<file path="config.mk">
export PLATFORM = sky130hd
export DESIGN_NAME = jtopl_wrseq
export DESIGN_NICKNAME = d
export VERILOG_FILES = /design/src/rtl/jtopl_wrseq.sv
export SDC_FILE = /design/constraint.sdc
export NUM_CORES = 1
export LEC_CHECK = 0
export BUFFER_PORTS_ARGS = -buffer_cell sky130_fd_sc_hd__buf_2
export CAP_MARGIN = 20
export CORE_AREA = 2 2 118 120
export CTS_CLUSTER_DIAMETER = 30
export DETAILED_ROUTE_END_ITERATION = 7
export DIE_AREA = 0 0 120 122
export SYNTH_ARGS = -nofsm -noshare
export SYNTH_HDL_FRONTEND = slang
export SYNTH_SLANG_ARGS = --single-unit
</file>
<file path="constraint.sdc">
create_clock -name clk -period 5.2 [get_ports clk]
set_input_delay 0.26 -clock clk [delete_from_list [all_inputs] [get_ports clk]]
set_output_delay 0.26 -clock clk [all_outputs]
set_load 0.02 [all_outputs]
</file>
<file path="src/rtl/jtopl_wrseq.sv">
// jtopl_wrseq: two-requester round-robin write FIFO that replays (reg,val) pairs as timed OPL address/data writes.
// Optional macro JTOPL_WRSEQ_SKIPADDR_EN: skip the address write when the register matches the last one written.
`default_nettype none

module jtopl_wrseq #(
  parameter int FW      = 2,
  parameter int AW_WAIT = 12,
  parameter int DW_WAIT = 84
) (
  input  logic          rst_n,
  input  logic          clk,
  input  logic          cen,
  input  logic          a_valid,
  output logic          a_ready,
  input  logic [7:0]    a_reg,
  input  logic [7:0]    a_val,
  input  logic          b_valid,
  output logic          b_ready,
  input  logic [7:0]    b_reg,
  input  logic [7:0]    b_val,
  output logic [FW:0]   level,
  output logic          busy,
  output logic          opl_addr,
  output logic [7:0]    opl_din,
  output logic          opl_cs_n,
  output logic          opl_wr_n
);

  localparam logic [2:0] S_IDLE  = 3'd0;
  localparam logic [2:0] S_ASTB  = 3'd1;
  localparam logic [2:0] S_AWAIT = 3'd2;
  localparam logic [2:0] S_DSTB  = 3'd3;
  localparam logic [2:0] S_DWAIT = 3'd4;

  localparam int          DEPTH   = 1 << FW;
  localparam logic [FW:0] C_DEPTH = DEPTH[FW:0];
  localparam logic [7:0]  C_AW    = AW_WAIT[7:0];
  localparam logic [7:0]  C_DW    = DW_WAIT[7:0];

  logic [15:0]   r_mem [0:DEPTH-1];
  logic [FW-1:0] r_wr_ptr, r_rd_ptr;
  logic [FW:0]   r_level;
  logic          r_full;
  logic          r_last_b;
  logic [2:0]    r_state;
  logic [7:0]    r_cnt;
  logic [7:0]    r_val;
  logic          r_addr, r_cs_n, r_wr_n;
  logic [7:0]    r_din;

  logic          w_grant_a, w_grant_b, w_push, w_pop, w_skip;
  logic [15:0]   w_push_data, w_head;
  logic [FW:0]   w_level_nxt;

  assign w_grant_a   = a_valid & ~r_full & (~b_valid | r_last_b);
  assign w_grant_b   = b_valid & ~r_full & ~w_grant_a;
  assign w_push      = w_grant_a | w_grant_b;
  assign w_push_data = w_grant_a ? {a_reg, a_val} : {b_reg, b_val};
  assign w_head      = r_mem[r_rd_ptr];

  // A pop may also happen on the last DWAIT pulse so back-to-back writes lose no cen pulse.
  assign w_pop = cen & (r_level != '0) &
                 ((r_state == S_IDLE) | ((r_state == S_DWAIT) & (r_cnt == 8'd1)));

  assign w_level_nxt = r_level + {{FW{1'b0}}, w_push} - {{FW{1'b0}}, w_pop};

  assign a_ready  = w_grant_a;
  assign b_ready  = w_grant_b;
  assign level    = r_level;
  assign busy     = (r_level != '0) | (r_state != S_IDLE);
  assign opl_addr = r_addr;
  assign opl_din  = r_din;
  assign opl_cs_n = r_cs_n;
  assign opl_wr_n = r_wr_n;

`ifdef JTOPL_WRSEQ_SKIPADDR_EN
  logic [7:0] r_last_reg;
  logic       r_last_vld;

  assign w_skip = r_last_vld & (w_head[15:8] == r_last_reg);

  always_ff @(posedge clk or negedge rst_n) begin
    if (!rst_n) begin
      r_last_reg <= 8'd0;
      r_last_vld <= 1'b0;
    end else if (w_pop & ~w_skip) begin
      r_last_reg <= w_head[15:8];
      r_last_vld <= 1'b1;
    end
  end
`else
  assign w_skip = 1'b0;
`endif

  always_ff @(posedge clk) begin
    if (w_push) r_mem[r_wr_ptr] <= w_push_data;
  end

  // Full is registered, so a same-cycle pop never frees room for a push.
  always_ff @(posedge clk or negedge rst_n) begin
    if (!rst_n) begin
      r_wr_ptr <= '0;
      r_rd_ptr <= '0;
      r_level  <= '0;
      r_full   <= 1'b0;
      r_last_b <= 1'b1;
    end else begin
      if (w_push) begin
        r_wr_ptr <= r_wr_ptr + FW'(1);
        r_last_b <= w_grant_b;
      end
      if (w_pop) r_rd_ptr <= r_rd_ptr + FW'(1);
      r_level <= w_level_nxt;
      r_full  <= (w_level_nxt == C_DEPTH);
    end
  end

  always_ff @(posedge clk or negedge rst_n) begin
    if (!rst_n) begin
      r_state <= S_IDLE;
      r_cnt   <= 8'd0;
      r_val   <= 8'd0;
      r_addr  <= 1'b0;
      r_din   <= 8'd0;
      r_cs_n  <= 1'b1;
      r_wr_n  <= 1'b1;
    end else if (cen) begin
      case (r_state)
        S_IDLE, S_DWAIT: begin
          if (w_pop) begin
            r_val <= w_head[7:0];
            if (w_skip) begin
              r_state <= S_AWAIT;
              r_cnt   <= 8'd1;
            end else begin
              r_addr  <= 1'b0;
              r_din   <= w_head[15:8];
              r_cs_n  <= 1'b0;
              r_wr_n  <= 1'b0;
              r_state <= S_ASTB;
            end
          end else if (r_state == S_DWAIT) begin
            if (r_cnt == 8'd1) r_state <= S_IDLE;
            else               r_cnt   <= r_cnt - 8'd1;
          end
        end
        S_ASTB: begin
          r_cs_n  <= 1'b1;
          r_wr_n  <= 1'b1;
          r_cnt   <= C_AW;
          r_state <= S_AWAIT;
        end
        S_AWAIT: begin
          if (r_cnt == 8'd1) begin
            r_addr  <= 1'b1;
            r_din   <= r_val;
            r_cs_n  <= 1'b0;
            r_wr_n  <= 1'b0;
            r_state <= S_DSTB;
          end else begin
            r_cnt <= r_cnt - 8'd1;
          end
        end
        S_DSTB: begin
          r_cs_n  <= 1'b1;
          r_wr_n  <= 1'b1;
          r_cnt   <= C_DW;
          r_state <= S_DWAIT;
        end
        default: r_state <= S_IDLE;
      endcase
    end
  end

endmodule

`default_nettype wire

</file>
==> reports/summary.md <==
• result of the run: finished, final reports clean
• Worst Reg-to-Reg Cells: 14
• final std cells w/o fill: 520
• row count: 43
• average wire per cell in the routed design: 16.27 microns
• count of endpoints failing setup in the final report: 0
• number of port buffers: 53
• category of the worst setup path capture point: flip-flop
• number of distinct library cell variants in the gate-level netlist after synthesis: 48
• fraction of synthesized cell area taken by the top area cell type: 0.4216
• critical path data arrival time: 3.40 ns
• type of the worst setup path: reg -> reg
• TritonCTS sink count: 102
• final worst slack: 2.046 ns
• number of flip-flops and latches in the synthesized netlist: 102
• synthesis-to-finish area growth: 15.48%
• Max Buffers Root-to-Sink: 2
• remaining global-route overflow: 0
• highest fanout seen on the critical path: 11
• Min Clock Period, post-route: 3.154 ns
• overall via count from detail_route: 2511
• static leakage: 2.026 nW
• largest voltage drop on the vdd net: 0.2333 mV
• Synthesis Warnings: 0
• count of endpoints failing hold in the final timing report: 0
• final-report max-slew violation count: 0
• destination of the worst register-to-register timing path: r_full
• GRT Total Usage: 0.1238
• last weighted congestion value of the routability-driven placer: 0.7778
• Worst R2R Start: r_cnt[1]
• cell types with the largest area share after synthesis: sky130_fd_sc_hd__edfxtp_1 (42%), sky130_fd_sc_hd__dfrtp_1 (20%), sky130_fd_sc_hd__mux2_2 (8.2%)
• number of maximum-capacitance violations: 0
• count of mapped cells out of synthesis: 284
• placeable core area: 13500 sq um
• number of primary I/O pins: 54
• commonest non-fill, non-tap cell in the layout: sky130_fd_sc_hd__edfxtp_1
• Synth Net Count: 330
• Avg Inst Size Synth: 16.05 sq um
• Routed WL: 8462 microns
• Tcrit/Tclk final: 0.6064
• starting density of the core: 0.3375
• initial antenna violation count: 0
• cts bufs inserted: 9
• final cell utilization of the core: 0.3898
• Total Nets Final: 381
• cell taking the most area after synthesis: sky130_fd_sc_hd__edfxtp_1
• number of fillers in the final layout: 1272
• most used cells in the layout excluding fill and tap cells: sky130_fd_sc_hd__edfxtp_1 (64), sky130_fd_sc_hd__buf_2 (53), sky130_fd_sc_hd__dfrtp_1 (36), sky130_fd_sc_hd__mux2_2 (33)
• maximum clock skew at final layout: 0.009937 ns
• floorplan die area: 14640 sq um
• startpoint type of the worst setup path: flip-flop
• Clock Tree Root: sky130_fd_sc_hd__clkbuf_16
• Pre-Repair DR Iteration Count: 4
• dominant register cell in the synthesized netlist: sky130_fd_sc_hd__edfxtp_1
• Antenna diodes: 0
• maximum number of pins on one net before global-route repair: 39
• latest clock arrival within the worst-skew pair: 0.34 ns
• Netlist Area Pre-Place: 4558 sq um
• via count of the first global-routing pass: 2542
• post-cts sizing count: 0
• fraction of the yosys area taken by sequential cells: 0.6308
• HPWL reported at the end of detailed placement: 5659 microns
• async set or reset register ratio after synthesis: 0.3725
• Via density: 4.829
• fmax: 0.3171 GHz
• max_slew headroom: 0.3693
• unrepaired setup endpoints after global routing: no
• slew of the pin with the lowest slew margin: 0.9419 ns
• total power density per cell area: 589.5 nW/um^2
• fraction of layout cells with a size suffix above 1: 0.3971
• number of remaining DRC errors: 0
• wire length of the first global-routing pass: 13680 microns
• instance count after placement with tap cells included: 504
• Worst Path Required: 5.45 ns
• classification of the worst-slack hold path: in -> async
• TritonCTS clock tree: yes
• reg2reg setup slack: 2.05 ns
• cts-stage hold buffer count: 0
• Worst-path clk slew: 0.06 ns
• Vert. Die Dim: 122 microns
• post-CTS setup buffer count: 0
• Setup TNS Final: 0 ns
• DRC marker count from the first detailed-route iteration: 166
• die extent in x: 120 microns
• post-detailed-route count of antenna-violating nets: 0
• pre-CTS WS: 2.007 ns
• number of levels the H-tree was split into: 3
• count of flip-flops with a built-in enable after synthesis: 64
## worst max-delay path: stages, from the launching register on
cell and delay [ns]:
sky130_fd_sc_hd__dfrtp_1 0.37, sky130_fd_sc_hd__inv_1 0.08, sky130_fd_sc_hd__ha_1 0.17, sky130_fd_sc_hd__or3b_2 0.28, sky130_fd_sc_hd__nor2_8 0.06, sky130_fd_sc_hd__o21ai_2 0.58, sky130_fd_sc_hd__inv_1 0.11, sky130_fd_sc_hd__ha_1 0.29
sky130_fd_sc_hd__inv_1 0.06, sky130_fd_sc_hd__ha_1 0.13, sky130_fd_sc_hd__inv_1 0.05, sky130_fd_sc_hd__fa_1 0.38, sky130_fd_sc_hd__xnor2_1 0.17, sky130_fd_sc_hd__xnor2_1 0.16, sky130_fd_sc_hd__nor3b_1 0.20
## metal layers
layer | up-vias | part of all wire | GRT usage
li1 | 1182 | - | -
met1 | 1268 | 0.44 | 0.1563
met2 | 48 | 0.51 | 0.2088
met3 | 13 | 0.033 | 0.02715
met4 | 0 | 0.015 | 0.04706
met5 | - | 0 | 0
## synthesized netlist by cell type, types with 3 or more instances
master                     number
sky130_fd_sc_hd__clkbuf_1       5
sky130_fd_sc_hd__nor2b_1        3
sky130_fd_sc_hd__a21oi_1        4
sky130_fd_sc_hd__mux2_4         7
sky130_fd_sc_hd__nand2_1       10
sky130_fd_sc_hd__edfxtp_1      64
sky130_fd_sc_hd__o211ai_1       5
sky130_fd_sc_hd__ha_1           8
sky130_fd_sc_hd__nor2_1         8
sky130_fd_sc_hd__buf_2          7
sky130_fd_sc_hd__nor3b_1        3
sky130_fd_sc_hd__xnor2_1        5
sky130_fd_sc_hd__mux4_2        16
sky130_fd_sc_hd__dfrtp_1       36
sky130_fd_sc_hd__mux2_2        33
sky130_fd_sc_hd__o21ai_0        7
sky130_fd_sc_hd__nor3_1         3
sky130_fd_sc_hd__nand3_1        5
sky130_fd_sc_hd__inv_1         16
sky130_fd_sc_hd__and2_1         4
## final cells by class
type / count / area, sq um / share of cell area
multi-input cells: 152 / 1555 / 0.2955
well taps: 180 / 225.2 / 0.04279
clock buffers: 11 / 232.7 / 0.04421
repair buffers: 54 / 272.8 / 0.05182
flip-flops and latches: 102 / 2875 / 0.5462
inverters: 16 / 60.06 / 0.01141
clock inverters: 5 / 42.54 / 0.008082
## report_power, final
group          switching, mW  internal, mW
combinational          0.567         0.535
clock                  0.295         0.330
sequential             0.179          1.20
## sequential cells by signal (all words and copies together), names as in the netlist
register / count
r_mem: 64
opl_din: 8
r_cnt: 8
r_val: 8
level: 3
r_state: 3
r_rd_ptr: 2
r_wr_ptr: 2
opl_addr: 1
opl_wr_n: 1
r_full: 1
r_last_b: 1
## worst max-delay path by stage
stage | startpoint | end
floorplan | r_cnt[1] | r_full
detailed placement | r_cnt[1] | r_full
finish | r_cnt[1] | r_full
global placement | r_cnt[1] | r_full
global route | r_cnt[1] | r_full
CTS | r_cnt[1] | r_full
## logic make-up (layout without fill, tap and decap cells)
family | after synthesis | in the layout | share of synthesized area
flip-flops | 102 | 102 | 0.6308
AO/OA/AOI/OAI | 33 | 33 | 0.05765
multiplexers | 56 | 56 | 0.1836
AND/OR/NAND/NOR | 49 | 49 | 0.06286
buffers and inverters | 30 | 86 | 0.02910
adder cells (fa/ha/maj) | 9 | 9 | 0.02635
XOR/XNOR | 5 | 5 | 0.009607
## per-stage QoR
stage                     hold slack (ns)  power [mW]  area (sq um)
after floorplan                  -0.03559       2.212          4558
after global placement             0.4357       2.487          4989
after detailed placement           0.4359       2.528          4989
after CTS                         0.07240       3.156          5264
after global routing               0.1248       3.301          5264
final                             0.03031       3.103          5264
No activity file was read; power rests on OpenSTA's default activity.
